[src/rtl/arm_pkg.sv]
// Shared ARM execute-stage definitions: condition-code encoding and NZCV flag bit positions.
package arm_pkg;

    typedef enum logic [3:0] {
        EQ = 4'h0, NE = 4'h1, CS = 4'h2, CC = 4'h3,
        MI = 4'h4, PL = 4'h5, VS = 4'h6, VC = 4'h7,
        HI = 4'h8, LS = 4'h9, GE = 4'hA, LT = 4'hB,
        GT = 4'hC, LE = 4'hD, AL = 4'hE, NV = 4'hF
    } cond_e;

    // Bit positions within {N,Z,C,V}, matching the ALUFlags ordering
    localparam int FLAG_N = 3;
    localparam int FLAG_Z = 2;
    localparam int FLAG_C = 1;
    localparam int FLAG_V = 0;

endpackage

[src/rtl/cond_unit_if.sv]
// Decoder/ALU <-> conditional-execution unit bundle; master drives the instruction, slave is cond_unit.
interface cond_unit_if;
    logic       in_valid;
    logic [3:0] Cond;
    logic [1:0] FlagW;
    logic       RegW;
    logic       MemW;
    logic       PCS;
    logic       NoWrite;
    logic [3:0] ALUFlags;
    logic       CarryIn;
    logic [3:0] Flags;
    logic       CondEx;
    logic       RegWrite;
    logic       MemWrite;
    logic       PCSrc;
    logic       out_valid;

    modport master (
        output in_valid, Cond, FlagW, RegW, MemW, PCS, NoWrite, ALUFlags,
        input  CarryIn, Flags, CondEx, RegWrite, MemWrite, PCSrc, out_valid
    );

    modport slave (
        input  in_valid, Cond, FlagW, RegW, MemW, PCS, NoWrite, ALUFlags,
        output CarryIn, Flags, CondEx, RegWrite, MemWrite, PCSrc, out_valid
    );
endinterface

[src/rtl/cond_check.sv]
// Purely combinational ARM condition-field evaluator against the current NZCV flags.
module cond_check
    import arm_pkg::*;
(
    input  logic [3:0] cond,
    input  logic [3:0] flags,
    output logic       cond_ex
);

    logic n, z, c, v;

    assign n = flags[FLAG_N];
    assign z = flags[FLAG_Z];
    assign c = flags[FLAG_C];
    assign v = flags[FLAG_V];

    always_comb begin
        cond_ex = 1'b0;
        case (cond_e'(cond))
            EQ: cond_ex = z;
            NE: cond_ex = ~z;
            CS: cond_ex = c;
            CC: cond_ex = ~c;
            MI: cond_ex = n;
            PL: cond_ex = ~n;
            VS: cond_ex = v;
            VC: cond_ex = ~v;
            HI: cond_ex = c & ~z;
            LS: cond_ex = ~c | z;
            GE: cond_ex = (n == v);
            LT: cond_ex = (n != v);
            GT: cond_ex = ~z & (n == v);
            LE: cond_ex = z | (n != v);
            AL: cond_ex = 1'b1;
            NV: cond_ex = 1'b0;
            default: cond_ex = 1'b0;
        endcase
    end

endmodule

[src/rtl/cond_unit.sv]
// Execute-stage flag register and write-enable gating. Optional perf counters
// (exec_cnt/skip_cnt) are built when COND_PERF_CNT_EN is defined.
module cond_unit
    import arm_pkg::*;
#(
    parameter bit         OUT_REG   = 1'b1,
    parameter logic [3:0] FLAGS_RST = 4'b0000
) (
    input  logic        clk,
    input  logic        reset,
    cond_unit_if.slave  bus
`ifdef COND_PERF_CNT_EN
    ,
    output logic [31:0] exec_cnt,
    output logic [31:0] skip_cnt
`endif
);

    logic [3:0] flags_q;
    logic       cond_pass;
    logic       cond_ex;
    logic       reg_write_d;
    logic       mem_write_d;
    logic       pc_src_d;

    cond_check u_cond_check (
        .cond    (bus.Cond),
        .flags   (flags_q),
        .cond_ex (cond_pass)
    );

    assign cond_ex     = bus.in_valid & cond_pass;
    assign reg_write_d = cond_ex & bus.RegW & ~bus.NoWrite;
    assign mem_write_d = cond_ex & bus.MemW;
    assign pc_src_d    = cond_ex & bus.PCS;

    assign bus.CondEx  = cond_ex;
    assign bus.Flags   = flags_q;
    assign bus.CarryIn = flags_q[FLAG_C];

    // N/Z and C/V update independently; a failed condition leaves both pairs untouched
    always_ff @(posedge clk) begin
        if (reset) begin
            flags_q <= FLAGS_RST;
        end else if (cond_ex) begin
            if (bus.FlagW[1]) flags_q[FLAG_N:FLAG_Z] <= bus.ALUFlags[FLAG_N:FLAG_Z];
            if (bus.FlagW[0]) flags_q[FLAG_C:FLAG_V] <= bus.ALUFlags[FLAG_C:FLAG_V];
        end
    end

    generate
        if (OUT_REG) begin : g_out_reg
            logic reg_write_q, mem_write_q, pc_src_q, out_valid_q;

            always_ff @(posedge clk) begin
                if (reset) begin
                    reg_write_q <= 1'b0;
                    mem_write_q <= 1'b0;
                    pc_src_q    <= 1'b0;
                    out_valid_q <= 1'b0;
                end else begin
                    reg_write_q <= reg_write_d;
                    mem_write_q <= mem_write_d;
                    pc_src_q    <= pc_src_d;
                    out_valid_q <= bus.in_valid;
                end
            end

            assign bus.RegWrite  = reg_write_q;
            assign bus.MemWrite  = mem_write_q;
            assign bus.PCSrc     = pc_src_q;
            assign bus.out_valid = out_valid_q;
        end else begin : g_out_comb
            assign bus.RegWrite  = reg_write_d;
            assign bus.MemWrite  = mem_write_d;
            assign bus.PCSrc     = pc_src_d;
            assign bus.out_valid = bus.in_valid;
        end
    endgenerate

`ifdef COND_PERF_CNT_EN
    // Free-running counters that wrap naturally at 2^32
    always_ff @(posedge clk) begin
        if (reset) begin
            exec_cnt <= 32'd0;
            skip_cnt <= 32'd0;
        end else if (bus.in_valid) begin
            if (cond_pass) exec_cnt <= exec_cnt + 32'd1;
            else           skip_cnt <= skip_cnt + 32'd1;
        end
    end
`endif

endmodule

[src/flat_wrapper.sv]
// flat-port wrapper written by rule: the top's interface ports become plain ports
module cond_unit_flat import arm_pkg::*;
#(
    parameter bit         OUT_REG   = 1'b1,
    parameter logic [3:0] FLAGS_RST = 4'b0000
)
  (clk, reset, bus_in_valid, bus_Cond, bus_FlagW, bus_RegW, bus_MemW, bus_PCS, bus_NoWrite, bus_ALUFlags, bus_CarryIn, bus_Flags, bus_CondEx, bus_RegWrite, bus_MemWrite, bus_PCSrc, bus_out_valid);
  cond_unit_if bus_i ();
  input  logic clk;
  input  logic reset;
  input wire logic [$bits(bus_i.in_valid)-1:0] bus_in_valid;
  input wire logic [$bits(bus_i.Cond)-1:0] bus_Cond;
  input wire logic [$bits(bus_i.FlagW)-1:0] bus_FlagW;
  input wire logic [$bits(bus_i.RegW)-1:0] bus_RegW;
  input wire logic [$bits(bus_i.MemW)-1:0] bus_MemW;
  input wire logic [$bits(bus_i.PCS)-1:0] bus_PCS;
  input wire logic [$bits(bus_i.NoWrite)-1:0] bus_NoWrite;
  input wire logic [$bits(bus_i.ALUFlags)-1:0] bus_ALUFlags;
  output wire logic [$bits(bus_i.CarryIn)-1:0] bus_CarryIn;
  output wire logic [$bits(bus_i.Flags)-1:0] bus_Flags;
  output wire logic [$bits(bus_i.CondEx)-1:0] bus_CondEx;
  output wire logic [$bits(bus_i.RegWrite)-1:0] bus_RegWrite;
  output wire logic [$bits(bus_i.MemWrite)-1:0] bus_MemWrite;
  output wire logic [$bits(bus_i.PCSrc)-1:0] bus_PCSrc;
  output wire logic [$bits(bus_i.out_valid)-1:0] bus_out_valid;
  assign bus_i.in_valid = bus_in_valid;
  assign bus_i.Cond = bus_Cond;
  assign bus_i.FlagW = bus_FlagW;
  assign bus_i.RegW = bus_RegW;
  assign bus_i.MemW = bus_MemW;
  assign bus_i.PCS = bus_PCS;
  assign bus_i.NoWrite = bus_NoWrite;
  assign bus_i.ALUFlags = bus_ALUFlags;
  assign bus_CarryIn = bus_i.CarryIn;
  assign bus_Flags = bus_i.Flags;
  assign bus_CondEx = bus_i.CondEx;
  assign bus_RegWrite = bus_i.RegWrite;
  assign bus_MemWrite = bus_i.MemWrite;
  assign bus_PCSrc = bus_i.PCSrc;
  assign bus_out_valid = bus_i.out_valid;
  cond_unit #(.OUT_REG(OUT_REG), .FLAGS_RST(FLAGS_RST)) u_core (.clk(clk), .reset(reset), .bus(bus_i));
endmodule
[config.mk]
export PLATFORM = sky130hd
export DESIGN_NAME = cond_unit_flat
export DESIGN_NICKNAME = d
export VERILOG_FILES = /design/src/rtl/arm_pkg.sv /design/src/rtl/cond_unit_if.sv /design/src/rtl/cond_check.sv /design/src/rtl/cond_unit.sv /design/src/flat_wrapper.sv
export SDC_FILE = /design/constraint.sdc
export NUM_CORES = 1
export LEC_CHECK = 0
export ABC_AREA = 1
export CORE_MARGIN = 4
export CORE_UTILIZATION = 41
export CTS_CLUSTER_SIZE = 25
export DETAILED_ROUTE_END_ITERATION = 12
export PLACE_DENSITY = 0.81
export SLEW_MARGIN = 20
export SYNTH_ARGS = -nofsm -noshare
export SYNTH_HDL_FRONTEND = slang
export SYNTH_SLANG_ARGS = --single-unit
[constraint.sdc]
create_clock -name clk -period 2.82 [get_ports clk]
set_input_delay 0.423 -clock clk [delete_from_list [all_inputs] [get_ports clk]]
set_output_delay 0.423 -clock clk [all_outputs]
set_load 0.05 [all_outputs]
=== Yosys cells after proc, flatten, opt, wreduce, memory -nomap -nowiden ===
Index checks and enable logic that the tools add are counted.

* Input port bits: 17
* Logic and storage cells: 41
* Flip-flop bits (word level): 8

* Multiplexer cells: 1
* Reductions and logical operators: 3
* Bitwise gates (word level): 14
* Equality and inequality tests: 17

{| class="wikitable"
|+ Operators with widths
! kind !! count
|-
| equality test 4 bit, second input constant || 8
|-
| equality test 4 x 3 -> 1 bit, second input constant || 4
|-
| one-hot mux 1 bit (16 select lines) || 1
|-
| equality test 4 x 2 -> 1 bit, second input constant || 2
|-
| AND 1 bit || 7
|-
| inverter 1 bit || 5
|-
| equality test 4 x 1 -> 1 bit, second input constant || 1
|-
| zero test 4 bit || 1
|-
| AND reduction 2 bit || 2
|-
| bitwise OR 1 bit || 2
|-
| equality test 1 bit || 1
|-
| inequality test 1 bit || 1
|}

=== Longest topological paths before layout ===
Gate-level depths: netlist (run 1).

* Depth in word-level cells: 6
* Gate-level depth with buffers: 13
* Mapped depth without buffers: 13

=== Modules after synthesis ===
From an unflattened synthesis (run 1), not the netlist that was laid out.

* Cell total of the unflattened synthesis: 87
* Area, all modules: 500.5 sq um

{| class="wikitable"
|+ Modules (own cells, without submodules)
! module !! cells each !! times used !! area each (sq um)
|-
| cond_unit || 42 || 1 || 295.3
|-
| cond_check || 45 || 1 || 205.2
|}

=== Worst setup path before layout (run 1) ===
Ideal clock, no wire load.

* Kind: register to output
* From: register u_core.flags_q[0] (netlist: u_core.bus.Flags[0])
* To: output bus_CondEx
* Buffers on the path: 0
* Arrival time: 1698 ps
* Setup slack: 699 ps
* Cell stages (with the launch flop): 11
* Cell sequence: dfxtp_1 inv_2 nand2_1 nand2_1 o21ai_1 nand2_1 nand3_2 nand2_2 nand2_4 nand2_1 inv_1

* Cells in the longest elaborated chain, start to end: 4
* Elaborated cells on any way between the ends: 7
* Those cells by class: eq/ne (2); mux (1); bitwise (4)

{| class="wikitable"
|+ Ends and longest elaborated chain
! item !! RTL line !! source
|-
| start, declared || cond_unit.sv:19 || <nowiki>logic [3:0] flags_q;</nowiki>
|-
| start signal, assigned by index || cond_unit.sv:46 || <nowiki>if (bus.FlagW[1]) flags_q[FLAG_N:FLAG_Z] <= bus.ALUFlags[FLAG_N:FLAG_Z];</nowiki>
|-
| start signal, assigned by index || cond_unit.sv:47 || <nowiki>if (bus.FlagW[0]) flags_q[FLAG_C:FLAG_V] <= bus.ALUFlags[FLAG_C:FLAG_V];</nowiki>
|-
| inequality test 1 bit / equality test 1 bit (equally long branches) || - ||
|-
| bitwise OR 1 bit / AND 1 bit (equally long branches) || cond_check.sv:33, cond_check.sv:32 ||
|-
| one-hot mux 1 bit (16 select lines) (*) || cond_check.sv:19 || <nowiki>case (cond_e'(cond))</nowiki>
|-
| AND 1 bit (*) || cond_unit.sv:32 || <nowiki>assign cond_ex = bus.in_valid & cond_pass;</nowiki>
|-
| end, declared || flat_wrapper.sv:21 || <nowiki>output wire logic [$bits(bus_i.CondEx)-1:0] bus_CondEx;</nowiki>
|}

Every way passes the cells marked *; elsewhere a longest branch is shown, timed or not.

=== Worst setup path in the final report (run 1) ===
* From: input bus_Cond[1]
* To: output bus_CondEx

* Cells in the longest elaborated chain, start to end: 3
* Elaborated cells on any way between the ends: 18
* Those cells by class: eq/ne (15); mux (1); bitwise (1); reduce/logical (1)

{| class="wikitable"
|+ Ends and longest elaborated chain
! item !! RTL line !! source
|-
| start, declared || flat_wrapper.sv:12 || <nowiki>input wire logic [$bits(bus_i.Cond)-1:0] bus_Cond;</nowiki>
|-
| equality test 4 bit, or another cell as far along || cond_check.sv:19 ||
|-
| one-hot mux 1 bit (16 select lines) (*) || cond_check.sv:19 ||
|-
| AND 1 bit (*) || cond_unit.sv:32 ||
|}

Marks and branches as above.

==> results of run 1 <==
## flip-flops by register name, indices dropped and copies added, names as in the netlist
register,cells
u_core.bus.out_valid,1
u_core.bus.MemWrite,1
u_core.bus.PCSrc,1
u_core.bus.RegWrite,1
u_core.bus.Flags,4
## tightest hold or removal path, delay by kind of cell, from the launching register on
kind | cells | cell delay [ns]
buffers and inverters | 2 | 0.10
flip-flops | 1 | 0.34
AND/OR/NAND/NOR | 2 | 0.08
## metal layers
layer	part of all wire, %	up-vias	wire length (um)
li1	-	345	-
met1	39	272	544
met2	46	28	640
met3	11	4	151
met4	3.0	0	42
met5	0	-	0
## cell families (layout without fill, tap and decap cells)
family / after synthesis / after routing
compound gates: 4 / 4
buf+inv: 21 / 49
flops: 8 / 8
simple gates: 63 / 63
## cells in the final DEF, fill, tap and decap left out
| cell | instances |
|---|---|
| clkbuf_4 | 3 |
| nand3_2 | 3 |
| inv_2 | 4 |
| o21ai_0 | 1 |
| nand2_1 | 34 |
| nor3_2 | 1 |
| o21ai_1 | 2 |
| nand3_1 | 4 |
| nand2_4 | 1 |
| nor2_1 | 14 |
| buf_12 | 1 |
| clkdlybuf4s50_1 | 25 |
| inv_1 | 16 |
| dfxtp_1 | 8 |
| or2_1 | 1 |
| nand2_2 | 1 |
| nand4_1 | 4 |
| a21oi_1 | 1 |
## layout make-up
type | count | area, sq um | share of cell area, %
Multi-Input combinational cell | 67 | 309 | 36.2
Timing Repair Buffer | 26 | 270 | 31.6
Sequential cell | 8 | 160 | 18.7
Inverter | 20 | 75.1 | 8.78
Clock buffer | 3 | 22.5 | 2.64
Tap cell | 14 | 17.5 | 2.05
## power by group through the flow
stage	clock [mW]	combinational, mW	sequential, mW
floorplan	0	0.0620	0.148
global placement	0	0.135	0.127
detailed placement	0	0.138	0.127
CTS	0.0970	0.139	0.125
global route	0.102	0.151	0.126
finish	0.0913	0.138	0.125
## final timing paths
check                                                 startpoint                               end  slack (ns)
worst max register to register  u_core.bus.Flags[0]$_SDFFE_PP0P_  u_core.bus.Flags[3]$_SDFFE_PP0P_        1.42
worst max-delay path                                 bus_Cond[1]                        bus_CondEx        0.37
worst min register to register  u_core.bus.Flags[1]$_SDFFE_PP0P_  u_core.bus.Flags[1]$_SDFFE_PP0P_        0.57
worst min-delay path            u_core.bus.Flags[1]$_SDFFE_PP0P_  u_core.bus.Flags[1]$_SDFFE_PP0P_        0.57
==> run_results.csv, run 1 <==
group,metric,value,unit
synth,post_synth_and_or_nand_nor_area_fraction,52.4,%
pwr,p_int,226,uW
pwr,netSwitchingFraction,36.2,%
final_layout,design_area,855,sq um
synth,netlist.area_leader.share,29.0,%
routing,dr.first_iter.drc_count,7,
routing,route.antenna.remaining_nets,0,
global_route,first_pass_grt_wire_length,2300,um
global_route,grt_util_met3,8.13,%
clocking,tritoncts,"built",
clocking,cts_inserted_buffers,3,
worst_setup_path,crit_cells,12,
worst_setup_path,path_cells,"clkdlybuf4s50_1, nand2_1, nand3_1, nand2_1, nand2_1, nand2_1, nand3_2, nand2_2, nand2_4, nand2_1, inv_1, buf_12",
synth,arithmetic_cell_share_of_the_synthesized_area_counting_full_adders_half_adders_and_majority_gates,0,%
synth,avgSynthCellArea,5.75,sq um
placed_design,place_area,832,sq um
sta,rsz0062_at_grt,"no",
global_route,grt.overflow.total,0,
worst_setup_path,crit_arrival,2.03,ns
sta,setup_viol_count_final,0,
routing,routed-via-count,649,
global_route,gr-usage-all-layers,16.8,%
sta,timing_hold_violations_final,0,
synth,count_of_state_elements_after_synthesis,8,
final_layout,finish.utilization,72.0,%
synth,main_combinational_cell_family_by_area_after_synthesis,"simple AND/OR/NAND/NOR gates",
sta,final_max_slew_viol_count,0,
global_route,number_of_antenna_violations_at_the_first_check_in_global_routing,0,
placed_design,gpl.final_weighted_congestion,0.791,
worst_hold_path,hold_depth,4,
global_route,gr-usage-met1,15.2,%
die,initial_core_util,46.5,%
pwr,vdd.ir_drop.worst,0.000330,V
pwr,fin_total_pwr,354,uW
synth,edff_count_synth,0,
routing,detailedRoute.firstPassIterationCount,4,
die,ioPinCount,27,
global_route,vias_in_the_first_global_route,599,
worst_setup_path,cpPeakStageDelay,0.63,ns
clocking,cts_resized,0,
run,maxCapViolations,0,
final_layout,diodes,0,
sta,fin_hold_ws,0.566,ns
clocking,clk_transition_reported_paths,0.05,ns
sta,worst_slack,0.367,ns
final_layout,final_layout_size_suffix_gt1_share,11.3,%
pwr,sequential_power_share,35.2,%
clocking,cts_buffer_depth,2,
die,die_width,44.7,um
sta,tns,0,ns
sta,finalWorstPathRequiredPeriod,2.45,ns
global_route,grt_start_max_net_pins,9,
synth,synth.mux.area_fraction,0,%
worst_setup_path,timing.critical_path.buf_inv,3,
pwr,switching_power,128,uW
global_route,use_met2,27.8,%
sta,slew_headroom,66.1,%
sta,worst_pin_slew,0.507,ns
pwr,share_clk_of_total_power,25.8,%
clocking,worstSkewPairLatency,0.26,ns
synth,netlist-cell-type-count,16,
die,fp.dieArea,2000,sq um
routing,routed_wire_length_per_instance,9.99,um
synth,synthesis.area,552,sq um
synth,synth_area_leaders,"dfxtp_1, nand2_1, inv_1",
clocking,holdBufCountCts,0,
synth,synthFlopType,"dfxtp_1",
placed_design,dp.cells,135,
pwr,leakage,0.429,nW
clocking,clock_sink_count,8,
placed_design,place_hpwl,1140,um
worst_setup_path,worst-r2r-cell-count,12,
final_layout,finish.cell_count_without_fillers,138,
synth,synth_warnings,0,
sta,clock_skew,0.00213,ns
worst_setup_path,worst_path_max_delay_cell,"clkdlybuf4s50_1",
clocking,clockRootBuffer,"clkbuf_4",
synth,dominant_cell_by_count_in_the_synthesized_netlist,"nand2_1",
placed_design,dp_worst_setup_slack,0.369,ns
worst_setup_path,timing.critical_path.max_delay_family,"buffers and inverters",
worst_setup_path,critical_path_peak_fanout,8,
pwr,power_density,414,nW/um^2
synth,synth_cells,96,
run_status,status,"finished, final reports clean",
die,dieHeight,44.7,um
sta,layout_worst_path_cycle_share,87.0,%
synth,synth_top_area_cell,"dfxtp_1",
sta,fmax,408,MHz
synth,async_flop_share,0,%
synth,synth_compound_area_share,3.63,%
synth,postSynthNetCount,113,
pwr,share_comb_of_total_power,39.0,%
worst_setup_path,library_cell_appearing_most_often_on_the_critical_path,"nand2_1",
clocking,ctsHtreeMaxLevel,1,
final_layout,fillCellCount,109,
final_layout,area_delta_synth_final,54.9,%
synth,synth_commonest_cells,"nand2_1, inv_1, nor2_1",
worst_hold_path,worst_hold_path_type,"flop to flop",
die,design.core.area,1190,sq um
synth,synth_sequential_area_ratio,29.0,%
placed_design,io_buffers,26,
global_route,grt.busiest_layer,"met2",
final_layout,final_nets,143,
clocking,cts_post_setup_buffers_inserted,0,
die,row_count,12,
worst_setup_path,critical_path_required,2.40,ns
routing,vias_per_cell,4.70,
worst_setup_path,worst_setup_path_start_kind,"input port",
worst_setup_path,worstSetupEndpointType,"output port",
routing,finalWirelength,1380,um
synth,synth_xor_area_share,0,%
routing,drt_drc_violations_left,0,
worst_setup_path,crit_type,"input port to output port",
No activity file was read; power rests on OpenSTA's default activity.
==> run 2: changes to the inputs <==
CORE_AREA = 4 4 41 43   (was not set)
CORE_MARGIN = not set   (was 4)
CORE_UTILIZATION = not set   (was 41)
DIE_AREA = 0 0 45 47   (was not set)
PLACE_DENSITY = 0.78   (was 0.81)
SYNTH_HIERARCHICAL = 1   (was not set)
clock period = 3.01 ns   (was 2.82 ns; I/O delays follow)
==> run_results.csv, run 2 <==
group,metric,value,unit
run_status,status,"finished, final reports clean",
die,row_count,13,
synth,synth_warnings,6,
placed_design,gpl.final_weighted_congestion,0.890,
worst_setup_path,critical_path_required,2.56,ns
run,maxCapViolations,0,
die,initial_core_util,38.5,%
pwr,leakage,0.383,nW
synth,dominant_cell_by_count_in_the_synthesized_netlist,"nand2_1",
sta,final_max_slew_viol_count,0,
die,design.core.area,1300,sq um
clocking,cts_resized,0,
clocking,holdBufCountCts,0,
clocking,cts_buffer_depth,2,
final_layout,final_nets,134,
die,die_width,45,um
sta,layout_worst_path_cycle_share,82.5,%
die,fp.dieArea,2120,sq um
routing,detailedRoute.firstPassIterationCount,4,
synth,synth_area_leaders,"dfxtp_1, nand2_1, nand3_1",
global_route,number_of_antenna_violations_at_the_first_check_in_global_routing,0,
clocking,clk_transition_reported_paths,0.05,ns
global_route,grt.overflow.total,0,
final_layout,area_delta_synth_final,60.8,%
die,ioPinCount,27,
sta,rsz0062_at_grt,"no",
worst_setup_path,crit_type,"input port to output port",
routing,dr.first_iter.drc_count,7,
synth,synth_top_area_cell,"dfxtp_1",
global_route,grt_start_max_net_pins,8,
synth,postSynthNetCount,104,
worst_setup_path,worstSetupEndpointType,"output port",
placed_design,io_buffers,26,
pwr,vdd.ir_drop.worst,0.000247,V
clocking,tritoncts,"built",
worst_setup_path,path_cells,"clkdlybuf4s50_1, inv_2, nand2_1, nand3_1, nand2_1, nand2_1, nand2_1, nand3_1, nand2_1, nand3_2, nand2_1, inv_1, buf_12",
routing,routed_wire_length_per_instance,10.1,um
worst_setup_path,critical_path_peak_fanout,4,
routing,route.antenna.remaining_nets,0,
clocking,cts_post_setup_buffers_inserted,0,
routing,finalWirelength,1310,um
clocking,clockRootBuffer,"clkbuf_4",
worst_setup_path,worst_path_max_delay_cell,"clkdlybuf4s50_1",
global_route,vias_in_the_first_global_route,559,
routing,vias_per_cell,4.71,
global_route,grt.busiest_layer,"met2",
routing,routed-via-count,612,
global_route,first_pass_grt_wire_length,2150,um
final_layout,multi_input_area,277,sq um
clocking,clock_sink_count,8,
final_layout,largest_reg_flops,4,
synth,synth_cells,87,
clocking,cts_inserted_buffers,3,
final_layout,diodes,0,
pwr,power_density,402,nW/um^2
worst_setup_path,cpPeakStageDelay,0.53,ns
synth,synth_sequential_area_ratio,32.0,%
synth,synthFlopType,"dfxtp_1",
clocking,ctsHtreeMaxLevel,1,
global_route,gr-usage-all-layers,14.0,%
global_route,grt_util_met3,3.83,%
die,dieHeight,47,um
sta,slew_headroom,66.0,%
worst_setup_path,r2r_slack,1.49,ns
synth,synth_commonest_cells,"nand2_1, inv_1, nor2_1",
final_layout,layout.cells.most_common,"nand2_1",
sta,fmax,403,MHz
worst_setup_path,worst_setup_path_start_kind,"input port",
synth,count_of_state_elements_after_synthesis,8,
sta,timing_hold_violations_final,0,
synth,synthesis.area,500,sq um
sta,setup_viol_count_final,0,
placed_design,place_hpwl,1100,um
global_route,gr-usage-met1,13.2,%
worst_setup_path,crit_arrival,2.03,ns
worst_hold_path,worst_hold_path_type,"flop to flop",
sta,clock_skew,0.000834,ns
global_route,use_met2,26.6,%
final_layout,mostFrequentLayoutCells,"nand2_1, clkdlybuf4s50_1, nor2_1, inv_1, nand3_1",
synth,netlist.area_leader.share,32.0,%
synth,netlist-cell-type-count,14,
synth,edff_count_synth,0,
final_layout,area.sequential,160,sq um
sta,worst_pin_slew,0.509,ns
synth,avgSynthCellArea,5.75,sq um
final_layout,fillCellCount,132,
final_layout,finish.utilization,61.8,%
sta,tns,0,ns
synth,async_flop_share,0,%
routing,drt_drc_violations_left,0,
sta,finalWorstPathRequiredPeriod,2.48,ns
worst_setup_path,library_cell_appearing_most_often_on_the_critical_path,"nand2_1",
clocking,worstSkewPairLatency,0.24,ns
final_layout,final_layout_size_suffix_gt1_share,8.70,%
run 2: cells by family after synthesis:
logic type      synth area share, %
simple gates                   48.2
buf+inv                        12.8
flops                          32.0
compound gates                 7.00
run 2: final timing paths:
path / startpoint / to / cells after the start
worst min register to register: u_core/bus.Flags[3]$_SDFFE_PP0P_ / u_core/bus.Flags[3]$_SDFFE_PP0P_ / 4
worst min-delay path: u_core/bus.Flags[3]$_SDFFE_PP0P_ / u_core/bus.Flags[3]$_SDFFE_PP0P_ / 4
worst max-delay path: bus_Cond[0] / bus_CondEx / 13
worst max register to register: u_core/bus.Flags[0]$_SDFFE_PP0P_ / u_core/bus.Flags[1]$_SDFFE_PP0P_ / 12
run 2: worst max-delay path: cells and delay by family:
family,cells,cell delay (ns)
buffers and inverters,4,0.83
and+or+nand+nor,9,0.74
run 2: area by class of cell:
| type | instances | share of cell area [%] |
|---|---|---|
| tap | 15 | 2.33 |
| inverter | 15 | 7.00 |
| sequential | 8 | 19.9 |
| timing repair buffer | 26 | 33.6 |
| multi-input combinational | 63 | 34.4 |
| clock buffer | 3 | 2.80 |
run 2: per-stage QoR:
| step | cells | area, sq um | worst slack [ns] | hold WS [ns] | power (mW) |
|---|---|---|---|---|---|
| floorplan | 87 | 500 | 0.837 | 0.523 | 0.194 |
| global placement | 127 | 782 | 0.553 | 0.546 | 0.244 |
| detailed placement | 127 | 782 | 0.520 | 0.553 | 0.246 |
| CTS | 130 | 805 | 0.508 | 0.563 | 0.327 |
| global route | 130 | 805 | 0.358 | 0.609 | 0.344 |
| finish | 130 | 805 | 0.526 | 0.561 | 0.323 |
run 2: power breakdown:
part | internal, mW | leakage (nW) | switching (mW) | total (mW)
combinational | 0.0528 | 0.304 | 0.0721 | 0.125
clock | 0.0455 | 0.0138 | 0.0340 | 0.0795
sequential | 0.112 | 0.0654 | 0.00648 | 0.119
total | 0.211 | 0.383 | 0.113 | 0.323
run 2: metal layers:
layer  wire length, um  share of wire [%]
met5                 0                  0
met1               512                 39
met2               636                 48
met3               154                 12
met4                 8               0.61
==> run 3: changes to the inputs <==
CORE_AREA = not set   (was 4 4 41 43)
CORE_MARGIN = 4   (was not set)
CORE_UTILIZATION = 37   (was not set)
DIE_AREA = not set   (was 0 0 45 47)
PLACE_DENSITY = 0.77   (was 0.78)
clock period = 2.59 ns   (was 3.01 ns; I/O delays follow)
==> run_results.csv, run 3 (synthesized netlist as in run 2, its figures left out) <==
group,metric,value,unit
routing,finalWirelength,1320,um
placed_design,gpl.final_weighted_congestion,0.890,
sta,layout_worst_path_cycle_share,90.6,%
global_route,gr-usage-all-layers,13.6,%
clocking,holdBufCountCts,0,
run,maxCapViolations,0,
clocking,ctsHtreeMaxLevel,1,
pwr,power_density,470,nW/um^2
die,ioPinCount,27,
die,fp.dieArea,2010,sq um
final_layout,diodes,0,
worst_hold_path,hold_depth,4,
clocking,clock_sink_count,8,
worst_setup_path,worst_setup_path_start_kind,"input port",
routing,dr.first_iter.drc_count,21,
die,dieHeight,44.8,um
global_route,vias_in_the_first_global_route,534,
clocking,clockRootBuffer,"clkbuf_4",
routing,detailedRoute.firstPassIterationCount,4,
routing,routed-via-count,597,
global_route,number_of_antenna_violations_at_the_first_check_in_global_routing,0,
worst_hold_path,worst_hold_path_type,"flop to flop",
final_layout,mostFrequentLayoutCells,"nand2_1, clkdlybuf4s50_1, nor2_1, inv_1, nand3_1",
pwr,vdd.ir_drop.worst,0.000352,V
clocking,cts_resized,0,
worst_setup_path,cpPeakStageDelay,0.50,ns
sta,setup_viol_count_final,0,
sta,clock_skew,0.00263,ns
worst_setup_path,timing.critical_path.max_delay_family,"buffers and inverters",
worst_setup_path,path_cells,"clkdlybuf4s50_1, nor2_2, nand3_1, nand2_1, inv_1, nand2_1, nand2_1, nand3_1, nand2_1, nand3_2, nand2_1, inv_1, buf_12",
global_route,first_pass_grt_wire_length,2020,um
routing,routed_wire_length_per_instance,10.2,um
final_layout,area_delta_synth_final,60.5,%
worst_setup_path,worstSetupEndpointType,"output port",
final_layout,largest_reg_flops,4,
sta,timing_hold_violations_final,0,
global_route,grt_start_max_net_pins,8,
final_layout,multi_input_area,277,sq um
global_route,grt.overflow.total,0,
final_layout,finish.utilization,67.7,%
final_layout,area.sequential,160,sq um
final_layout,final_nets,134,
worst_setup_path,library_cell_appearing_most_often_on_the_critical_path,"nand2_1",
run_status,status,"finished, final reports clean",
worst_setup_path,worst_path_max_delay_cell,"clkdlybuf4s50_1",
worst_setup_path,worst-r2r-cell-count,11,
die,initial_core_util,42.2,%
routing,route.antenna.remaining_nets,0,
clocking,cts_buffer_depth,2,
placed_design,io_buffers,26,
sta,tns,0,ns
clocking,cts_post_setup_buffers_inserted,0,
worst_setup_path,critical_path_peak_fanout,5,
die,row_count,12,
die,design.core.area,1190,sq um
clocking,clk_transition_reported_paths,0.05,ns
sta,slew_headroom,65.6,%
final_layout,layout.cells.most_common,"nand2_1",
clocking,worstSkewPairLatency,0.25,ns
worst_setup_path,critical_path_required,2.20,ns
clocking,tritoncts,"built",
worst_setup_path,crit_cells,13,
worst_setup_path,timing.critical_path.buf_inv,4,
sta,fmax,426,MHz
final_layout,final_layout_size_suffix_gt1_share,8.70,%
sta,final_max_slew_viol_count,0,
placed_design,place_hpwl,1070,um
sta,finalWorstPathRequiredPeriod,2.35,ns
worst_setup_path,crit_type,"input port to output port",
routing,drt_drc_violations_left,0,
sta,worst_pin_slew,0.514,ns
pwr,leakage,0.383,nW
die,die_width,44.8,um
routing,vias_per_cell,4.63,
final_layout,fillCellCount,105,
sta,rsz0062_at_grt,"no",
clocking,cts_inserted_buffers,3,
worst_setup_path,crit_arrival,1.96,ns
## run 3: cell counts in the layout (fill, tap and decap cells not counted)
Identical to the previous run, type by type.
## run 3: report_power, final
| part | switching [mW] | leakage, nW | internal (mW) |
|---|---|---|---|
| Sequential | 0.00750 | 0.0654 | 0.131 |
| Clock | 0.0415 | 0.0138 | 0.0530 |
| Combinational | 0.0833 | 0.304 | 0.0613 |
| Total | 0.132 | 0.383 | 0.245 |
## run 3: worst reg2reg max path, stage by stage (launching register included)
cell     delay, ns
dfxtp_1       0.45
nand2_1       0.12
nand2_1       0.10
nand3_1       0.07
nand2_1       0.06
nand2_1       0.06
nand3_1       0.08
nand2_1       0.06
nand3_2       0.08
nand3_1       0.13
nor2_1        0.13
nor2_1        0.06
## run 3: per-layer routing
layer | part of all wire, % | global-route usage [%] | vias up
met5 | 0 | 0 | -
met4 | 1.3 | 9.36 | 0
met3 | 12 | 4.38 | 2
met2 | 45 | 22.1 | 33
met1 | 42 | 15.1 | 238
li1 | - | - | 324
## run 3: final timing paths
path,startpoint,endpoint,slack [ns]
worst min register to register,u_core/bus.Flags[3]$_SDFFE_PP0P_,u_core/bus.Flags[3]$_SDFFE_PP0P_,0.56
worst max register to register,u_core/bus.Flags[0]$_SDFFE_PP0P_,u_core/bus.Flags[2]$_SDFFE_PP0P_,1.09
worst min-delay path,u_core/bus.Flags[3]$_SDFFE_PP0P_,u_core/bus.Flags[3]$_SDFFE_PP0P_,0.56
worst max-delay path,bus_Cond[1],bus_CondEx,0.24
## run 3: final cells by class
cell class	count	share of cell area [%]
Inverter	15	7.01
Multi-Input combinational cell	63	34.4
Sequential cell	8	19.9
Timing Repair Buffer	26	33.6
Tap cell	14	2.18
Clock buffer	3	2.80
## run 3: per-stage QoR
step	instance area, sq um	power (mW)	worst slack [ns]	hold slack (ns)	std cells
floorplan	500	0.226	0.480	0.460	87
detailed placement	781	0.285	0.271	0.549	126
global placement	781	0.284	0.282	0.539	126
CTS	803	0.383	0.255	0.559	129
finish	803	0.377	0.243	0.558	129
global route	803	0.406	0.0790	0.595	129
